## src/rtl/alu_arbiter_if.sv

```systemverilog
// One requester's channel into the ALU arbiter: an op request and its result return.
interface alu_arbiter_if #(
  parameter int WIDTH = 64
);
  logic             valid;
  logic             ready;
  logic [2:0]       op;
  logic [WIDTH-1:0] a;
  logic [WIDTH-1:0] b;
  logic             resp_valid;
  logic             resp_ready;
  logic [WIDTH-1:0] resp_data;
  logic             resp_zero;
  logic             resp_neg;
  logic             resp_err;

  modport master (
    output valid, op, a, b, resp_ready,
    input  ready, resp_valid, resp_data, resp_zero, resp_neg, resp_err
  );

  modport slave (
    input  valid, op, a, b, resp_ready,
    output ready, resp_valid, resp_data, resp_zero, resp_neg, resp_err
  );
endinterface

```

## src/rtl/alu_arbiter.sv

```systemverilog
// Round-robin arbiter/sequencer sharing one ALU result path between two requesters.
// Legal op: accept, one issue cycle, then a response held until taken; illegal op answers directly.
module alu_arbiter #(
  parameter int WIDTH = 64
) (
  input  logic              clk,
  input  logic              reset,
  alu_arbiter_if.slave      r0,
  alu_arbiter_if.slave      r1,
  output logic [WIDTH-1:0]  alu_a,
  output logic [WIDTH-1:0]  alu_b,
  output logic [2:0]        alu_sel,
  input  logic [WIDTH-1:0]  alu_result,
  output logic              busy
);

  typedef enum logic [1:0] {IDLE, ISSUE, RESP} state_t;

  state_t           state;
  logic             grant;
  logic             last_grant;
  logic [WIDTH-1:0] res_q;
  logic             zero_q;
  logic             neg_q;
  logic             err_q;

  logic             any_valid;
  logic             pick;
  logic [2:0]       pick_op;
  logic [WIDTH-1:0] pick_a;
  logic [WIDTH-1:0] pick_b;
  logic             op_legal;
  logic             resp_take;

  // With both valid the one not served last wins; a lone requester always wins.
  always_comb begin
    any_valid = r0.valid | r1.valid;
    pick      = (r0.valid & r1.valid) ? ~last_grant : r1.valid;
    pick_op   = pick ? r1.op : r0.op;
    pick_a    = pick ? r1.a  : r0.a;
    pick_b    = pick ? r1.b  : r0.b;
    op_legal  = (pick_op != 3'b001) && (pick_op != 3'b111);
    resp_take = grant ? r1.resp_ready : r0.resp_ready;
  end

  assign r0.ready = (state == IDLE) & r0.valid & ~pick;
  assign r1.ready = (state == IDLE) & r1.valid &  pick;

  assign r0.resp_valid = (state == RESP) & ~grant;
  assign r1.resp_valid = (state == RESP) &  grant;
  assign r0.resp_data  = res_q;
  assign r1.resp_data  = res_q;
  assign r0.resp_zero  = zero_q;
  assign r1.resp_zero  = zero_q;
  assign r0.resp_neg   = neg_q;
  assign r1.resp_neg   = neg_q;
  assign r0.resp_err   = err_q;
  assign r1.resp_err   = err_q;

  assign busy = (state != IDLE);

  // The alu_* registers double as the operand latch, so they only move on a legal accept.
  always_ff @(posedge clk) begin
    if (reset) begin
      state      <= IDLE;
      grant      <= 1'b0;
      last_grant <= 1'b1;
      alu_a      <= '0;
      alu_b      <= '0;
      alu_sel    <= 3'b000;
      res_q      <= '0;
      zero_q     <= 1'b0;
      neg_q      <= 1'b0;
      err_q      <= 1'b0;
    end else begin
      case (state)
        IDLE: begin
          if (any_valid) begin
            grant <= pick;
            if (op_legal) begin
              alu_a   <= pick_a;
              alu_b   <= pick_b;
              alu_sel <= pick_op;
              state   <= ISSUE;
            end else begin
              res_q  <= '0;
              zero_q <= 1'b1;
              neg_q  <= 1'b0;
              err_q  <= 1'b1;
              state  <= RESP;
            end
          end
        end
        ISSUE: begin
          res_q  <= alu_result;
          zero_q <= (alu_result == '0);
          neg_q  <= alu_result[WIDTH-1];
          err_q  <= 1'b0;
          state  <= RESP;
        end
        RESP: begin
          if (resp_take) begin
            last_grant <= grant;
            state      <= IDLE;
          end
        end
        default: state <= IDLE;
      endcase
    end
  end

endmodule

```

## src/flat_wrapper.sv

```systemverilog
// flat-port wrapper written by rule: the top's interface ports become plain ports
module alu_arbiter_flat 
#(
  parameter int WIDTH = 64
)
  (clk, reset, alu_a, alu_b, alu_sel, alu_result, busy, r0_valid, r0_op, r0_a, r0_b, r0_resp_ready, r0_ready, r0_resp_valid, r0_resp_data, r0_resp_zero, r0_resp_neg, r0_resp_err, r1_valid, r1_op, r1_a, r1_b, r1_resp_ready, r1_ready, r1_resp_valid, r1_resp_data, r1_resp_zero, r1_resp_neg, r1_resp_err);
  alu_arbiter_if #(.WIDTH(WIDTH)) r0_i ();
  alu_arbiter_if #(.WIDTH(WIDTH)) r1_i ();
  input  logic clk;
  input  logic reset;
  output logic [WIDTH-1:0] alu_a;
  output logic [WIDTH-1:0] alu_b;
  output logic [2:0] alu_sel;
  input  logic [WIDTH-1:0] alu_result;
  output logic busy;
  input wire logic [$bits(r0_i.valid)-1:0] r0_valid;
  input wire logic [$bits(r0_i.op)-1:0] r0_op;
  input wire logic [$bits(r0_i.a)-1:0] r0_a;
  input wire logic [$bits(r0_i.b)-1:0] r0_b;
  input wire logic [$bits(r0_i.resp_ready)-1:0] r0_resp_ready;
  output wire logic [$bits(r0_i.ready)-1:0] r0_ready;
  output wire logic [$bits(r0_i.resp_valid)-1:0] r0_resp_valid;
  output wire logic [$bits(r0_i.resp_data)-1:0] r0_resp_data;
  output wire logic [$bits(r0_i.resp_zero)-1:0] r0_resp_zero;
  output wire logic [$bits(r0_i.resp_neg)-1:0] r0_resp_neg;
  output wire logic [$bits(r0_i.resp_err)-1:0] r0_resp_err;
  input wire logic [$bits(r1_i.valid)-1:0] r1_valid;
  input wire logic [$bits(r1_i.op)-1:0] r1_op;
  input wire logic [$bits(r1_i.a)-1:0] r1_a;
  input wire logic [$bits(r1_i.b)-1:0] r1_b;
  input wire logic [$bits(r1_i.resp_ready)-1:0] r1_resp_ready;
  output wire logic [$bits(r1_i.ready)-1:0] r1_ready;
  output wire logic [$bits(r1_i.resp_valid)-1:0] r1_resp_valid;
  output wire logic [$bits(r1_i.resp_data)-1:0] r1_resp_data;
  output wire logic [$bits(r1_i.resp_zero)-1:0] r1_resp_zero;
  output wire logic [$bits(r1_i.resp_neg)-1:0] r1_resp_neg;
  output wire logic [$bits(r1_i.resp_err)-1:0] r1_resp_err;
  assign r0_i.valid = r0_valid;
  assign r0_i.op = r0_op;
  assign r0_i.a = r0_a;
  assign r0_i.b = r0_b;
  assign r0_i.resp_ready = r0_resp_ready;
  assign r0_ready = r0_i.ready;
  assign r0_resp_valid = r0_i.resp_valid;
  assign r0_resp_data = r0_i.resp_data;
  assign r0_resp_zero = r0_i.resp_zero;
  assign r0_resp_neg = r0_i.resp_neg;
  assign r0_resp_err = r0_i.resp_err;
  assign r1_i.valid = r1_valid;
  assign r1_i.op = r1_op;
  assign r1_i.a = r1_a;
  assign r1_i.b = r1_b;
  assign r1_i.resp_ready = r1_resp_ready;
  assign r1_ready = r1_i.ready;
  assign r1_resp_valid = r1_i.resp_valid;
  assign r1_resp_data = r1_i.resp_data;
  assign r1_resp_zero = r1_i.resp_zero;
  assign r1_resp_neg = r1_i.resp_neg;
  assign r1_resp_err = r1_i.resp_err;
  alu_arbiter #(.WIDTH(WIDTH)) u_core (.clk(clk), .reset(reset), .r0(r0_i), .r1(r1_i), .alu_a(alu_a), .alu_b(alu_b), .alu_sel(alu_sel), .alu_result(alu_result), .busy(busy));
endmodule
```

## config.mk

```make
export PLATFORM = sky130hd
export DESIGN_NAME = alu_arbiter_flat
export DESIGN_NICKNAME = d
export VERILOG_FILES = /design/src/rtl/alu_arbiter_if.sv /design/src/rtl/alu_arbiter.sv /design/src/flat_wrapper.sv
export SDC_FILE = /design/constraint.sdc
export NUM_CORES = 1
export LEC_CHECK = 0
export CAP_MARGIN = 20
export CORE_AREA = 2 2 234 236
export CTS_BUF_LIST = sky130_fd_sc_hd__clkbuf_4
export DETAILED_ROUTE_END_ITERATION = 7
export DIE_AREA = 0 0 236 238
export MAX_ROUTING_LAYER = met4
export SETUP_SLACK_MARGIN = 0.1
export SLEW_MARGIN = 10
export SYNTH_ARGS = -nofsm -noshare
export SYNTH_HDL_FRONTEND = slang
export SYNTH_SLANG_ARGS = --single-unit
```

## constraint.sdc

```tcl
create_clock -name clk -period 2.15 [get_ports clk]
set_clock_uncertainty 0.05 [all_clocks]
set_input_delay 0.3225 -clock clk [delete_from_list [all_inputs] [get_ports clk]]
set_output_delay 0.3225 -clock clk [all_outputs]
set_load 0.005 [all_outputs]
```

==> run summary <==
• 17400 um2 — post-detailed-placement cell area
• 10500 um2 — mapped cell area
• u_core.r0.resp_zero — worst setup path end
• in2reg — category of the most critical setup path
• true — setup repair after global routing missed its margin
• 1474 — Synthesized Nets
• 36.0 mm — HPWL after detailed placement
• 4 — 1st-pass router iterations
• 10.9k — routed vias
• 0.382 — part of the Yosys area used for sequential elements
• 4.32 — detail-routed via count per cell
• 0 — final setup violating endpoints
• u_core.last_grant — R2R Path Start
• completed — result of the run
• 0.699 — max_slew headroom
• 0 — Final Slew Violations
• 0 — max_cap viols
• 238 um — die outline height
• clkbuf_4 — Root Buffer Master
• 0.197 — Initial Utilization
• buf_4 — cell type with the highest occurrence count on the critical path
• 0.165 — global-route usage over all layers
• 2356 — post-placement cell count
• 0.382 — top-area cell type share of the netlist area
• 29 — Netlist cell types
• 0.06 ns — CTS clk-pin slew, worst paths
• 0.350 — core occupancy in the finished layout
• u_core.alu_b[60] — worst reg2reg endpoint
• 53500 um2 — core outline area
• 0.21 ns — setup slack of the worst register-to-register path
• 58 — CTS Buf Count
• 18.8 um — drt wl/cell
• dlygate4sd3_1 — slowest stage cell, crit path
• 0.74 ns — worst skew pair latency
• 1142 — number of standard cells after synthesis
• primary input — startpoint kind of the worst setup timing path
• 47.5 mm — WL final
• 85 — number of cell rows
• 8 — stages on the worst setup path
• 5606 — number of inserted filler cells in the final layout
• 0.309 mV — maximum VDD drop
• flip-flop — endpoint kind of the worst setup timing path
• 602 — num ports
• 2116 — net count reported at finish
• 601 — buffers added on ports
• 2 — highest net fanout along the worst path
• 236 um — width of the chip
• 2527 — Finished Layout Cells
• 2 — number of H-tree levels
• 8.73 nW — standby leakage power
• alu_result[60] — critical path startpoint
• 0 — Synth warnings
• 2.11 ns — clock period minus final worst setup slack
• built — CTS tree
• dfxtp_1 — cell type contributing the most total cell area after synthesis
• 0.856 — placer congestion estimate
• 0 — aggregate global routing overflow
• 3 — worst-case clock buffer depth
• 201 — sink count of the clock tree
• 357 — Iteration-0 DRC Markers
• 201 — number of storage elements in the synthesis netlist
• 8 — r2r worst-path depth
• 2.79 ns — Worst EP required
• 0 — drc violations
• 65 — largest net degree at the start of global routing
• 4 — Buf/Inv on CP
• in2reg — class of the tightest hold or removal check
• 56200 um2 — die area
• 475 MHz — highest clock frequency the design can meet
• 638 nW/um2 — P per Cell Area
• 2.75 ns — Data arrival, critical path
• 0.234 — ratio of cells with drive above 1 in the final layout
• 0.59 ns — longest individual stage delay on the worst path
• 0 — final count of hold timing violations
• 18700 um2 — final design area excluding fillers
• 0.979 — share of the clock period used by the worst path after layout
• dfxtp_1 (38%), mux2_2 (13%), mux2i_1 (13%) — main area contributors after synthesis
• 0 — antenna-violating nets left
• 9.22 um2 — mean cell area of the mapped netlist
• buffers and inverters — delay-heaviest family, CP
• 11.3k — vias in the first global route
• 8 — antenna violations before repair
• 68.3 mm — global-route wire length before repair
• dlygate4sd3_1, clkdlybuf4s50_1, nor4_1, buf_4, nand4_1, o41ai_2, buf_4, o311a_1 — crit path cell chain
• 77.9% — Area growth syn-to-layout
• 0.452 ns — slew at the pin closest to its max-slew limit
-- area by class of cell --
cell class	instances	area, um2	share of cell area
antenna	4	10.0	0.000534
sequential	201	4120	0.220
timing repair buffer	750	7330	0.391
multi-input combinational	769	5650	0.302
tap	696	871	0.0465
inverter	4	15.0	0.000801
clock inverter	18	97.6	0.00521
clock buffer	85	638	0.0341
-- layer usage --
metal  global-route usage  wire, um
met3               0.0537      3950
met4               0.0633      1710
met2                0.298     24100
met5                    -         0
met1                0.164     17800
-- per-stage QoR --
| step | hold WS, ns | power, W | TNS, ns | setup WS (ns) |
|---|---|---|---|---|
| 2_1_floorplan | 0.413 | 0.00609 | 0 | 0.355 |
| 3_3_place_gp | 0.429 | 0.00843 | -37.95 | -0.230 |
| 3_5_place_dp | 0.440 | 0.00846 | -40.27 | -0.247 |
| 4_1_cts | 0.00357 | 0.0121 | -0.0231 | -0.0231 |
| 5_1_grt | 0.0165 | 0.0127 | -0.0498 | -0.0287 |
| 6_report | 0.147 | 0.0120 | 0 | 0.0448 |
-- worst min-delay path by stage --
stage / startpoint / end / cells past startpoint / slack [ns]
floorplan: alu_result[0] / u_core.r0.resp_data[0] / 2 / 0.41
global placement: u_core.r0.resp_data[35] / u_core.r0.resp_data[35] / 2 / 0.43
detailed placement: u_core.r0.resp_data[7] / u_core.r0.resp_data[7] / 2 / 0.44
CTS: alu_result[27] / u_core.r0.resp_data[27] / 3 / 0.004
global route: alu_result[31] / u_core.r0.resp_data[31] / 3 / 0.02
finish: alu_result[33] / u_core.r0.resp_data[33] / 3 / 0.15
-- worst reg2reg max path: cells and delay by family, from the launching register on --
family | cells | cell delay [ns]
buffers and inverters | 4 | 0.59
AND/OR/NAND/NOR | 1 | 0.06
multiplexers | 2 | 0.57
AO/OA/AOI/OAI | 1 | 0.16
flip-flops | 1 | 0.35
-- kinds of logic after synthesis --
kind of cell,after synthesis,share of synthesized area
buf+inv,172,0.0903
mux,263,0.266
compound gates,142,0.0934
xor+xnor,2,0.00166
simple gates,362,0.167
flops,201,0.382
-- cells in the mapped netlist --
cell type,number
mux2_1,8
nand4_1,4
o21a_1,1
o21ai_0,2
mux2i_1,132
inv_1,4
a21boi_1,2
a211o_1,1
o2111ai_1,64
nand2b_1,1
buf_2,37
o311a_1,1
mux2_2,123
and2_1,2
nand2_1,68
dfxtp_1,201
a21oi_1,67
o41ai_1,1
o211a_1,1
clkbuf_1,57
xnor2_1,2
nor2b_1,134
nand4b_1,1
buf_1,5
o21ai_2,1
nor4_1,16
buf_4,69
nor2_1,136
a221oi_1,1
-- repair_timing --
item | in CTS | in global routing
setup endpoints to repair | 255 | 129
hold endpoints to repair | 43 | 0
setup buffers | 34 | 7
hold buffers | 21 | 0
gates resized for setup | 348 | 46
pin swaps | 5 | 4
gates cloned | 0 | 3
-- registers in the layout, summed over array words and instances (netlist names) --
register / cells
u_core.r0.resp_err: 1
u_core.state: 2
u_core.alu_a: 64
u_core.alu_b: 64
u_core.r0.resp_data: 64
u_core.grant: 1
u_core.last_grant: 1
u_core.r0.resp_zero: 1
u_core.alu_sel: 3
-- cell usage in the layout, fill, tap and decap left out, types with 3 or more instances in the layout --
master,n
a21oi_1,67
buf_12,21
buf_4,92
buf_6,15
clkbuf_16,3
clkbuf_4,85
clkdlybuf4s50_1,331
clkinv_1,14
clkinv_2,3
dfxtp_1,139
dfxtp_2,56
dfxtp_4,6
diode_2,4
dlygate4sd2_1,241
dlygate4sd3_1,21
dlymetal6s2s_1,22
mux2_1,8
mux2_2,123
mux2i_1,129
mux2i_2,3
nand2_1,66
nand4_1,4
nor2_1,134
nor2b_1,131
nor2b_4,3
nor4_1,16
o2111ai_1,64
-- power by group --
part	total (W)	switching (W)	leakage, nW	internal, W
registers	0.00439	0.000228	1.68	0.00416
clock network	0.00365	0.00173	0.439	0.00192
logic	0.00391	0.00162	6.62	0.00229
(Power assumes the default switching activity.)
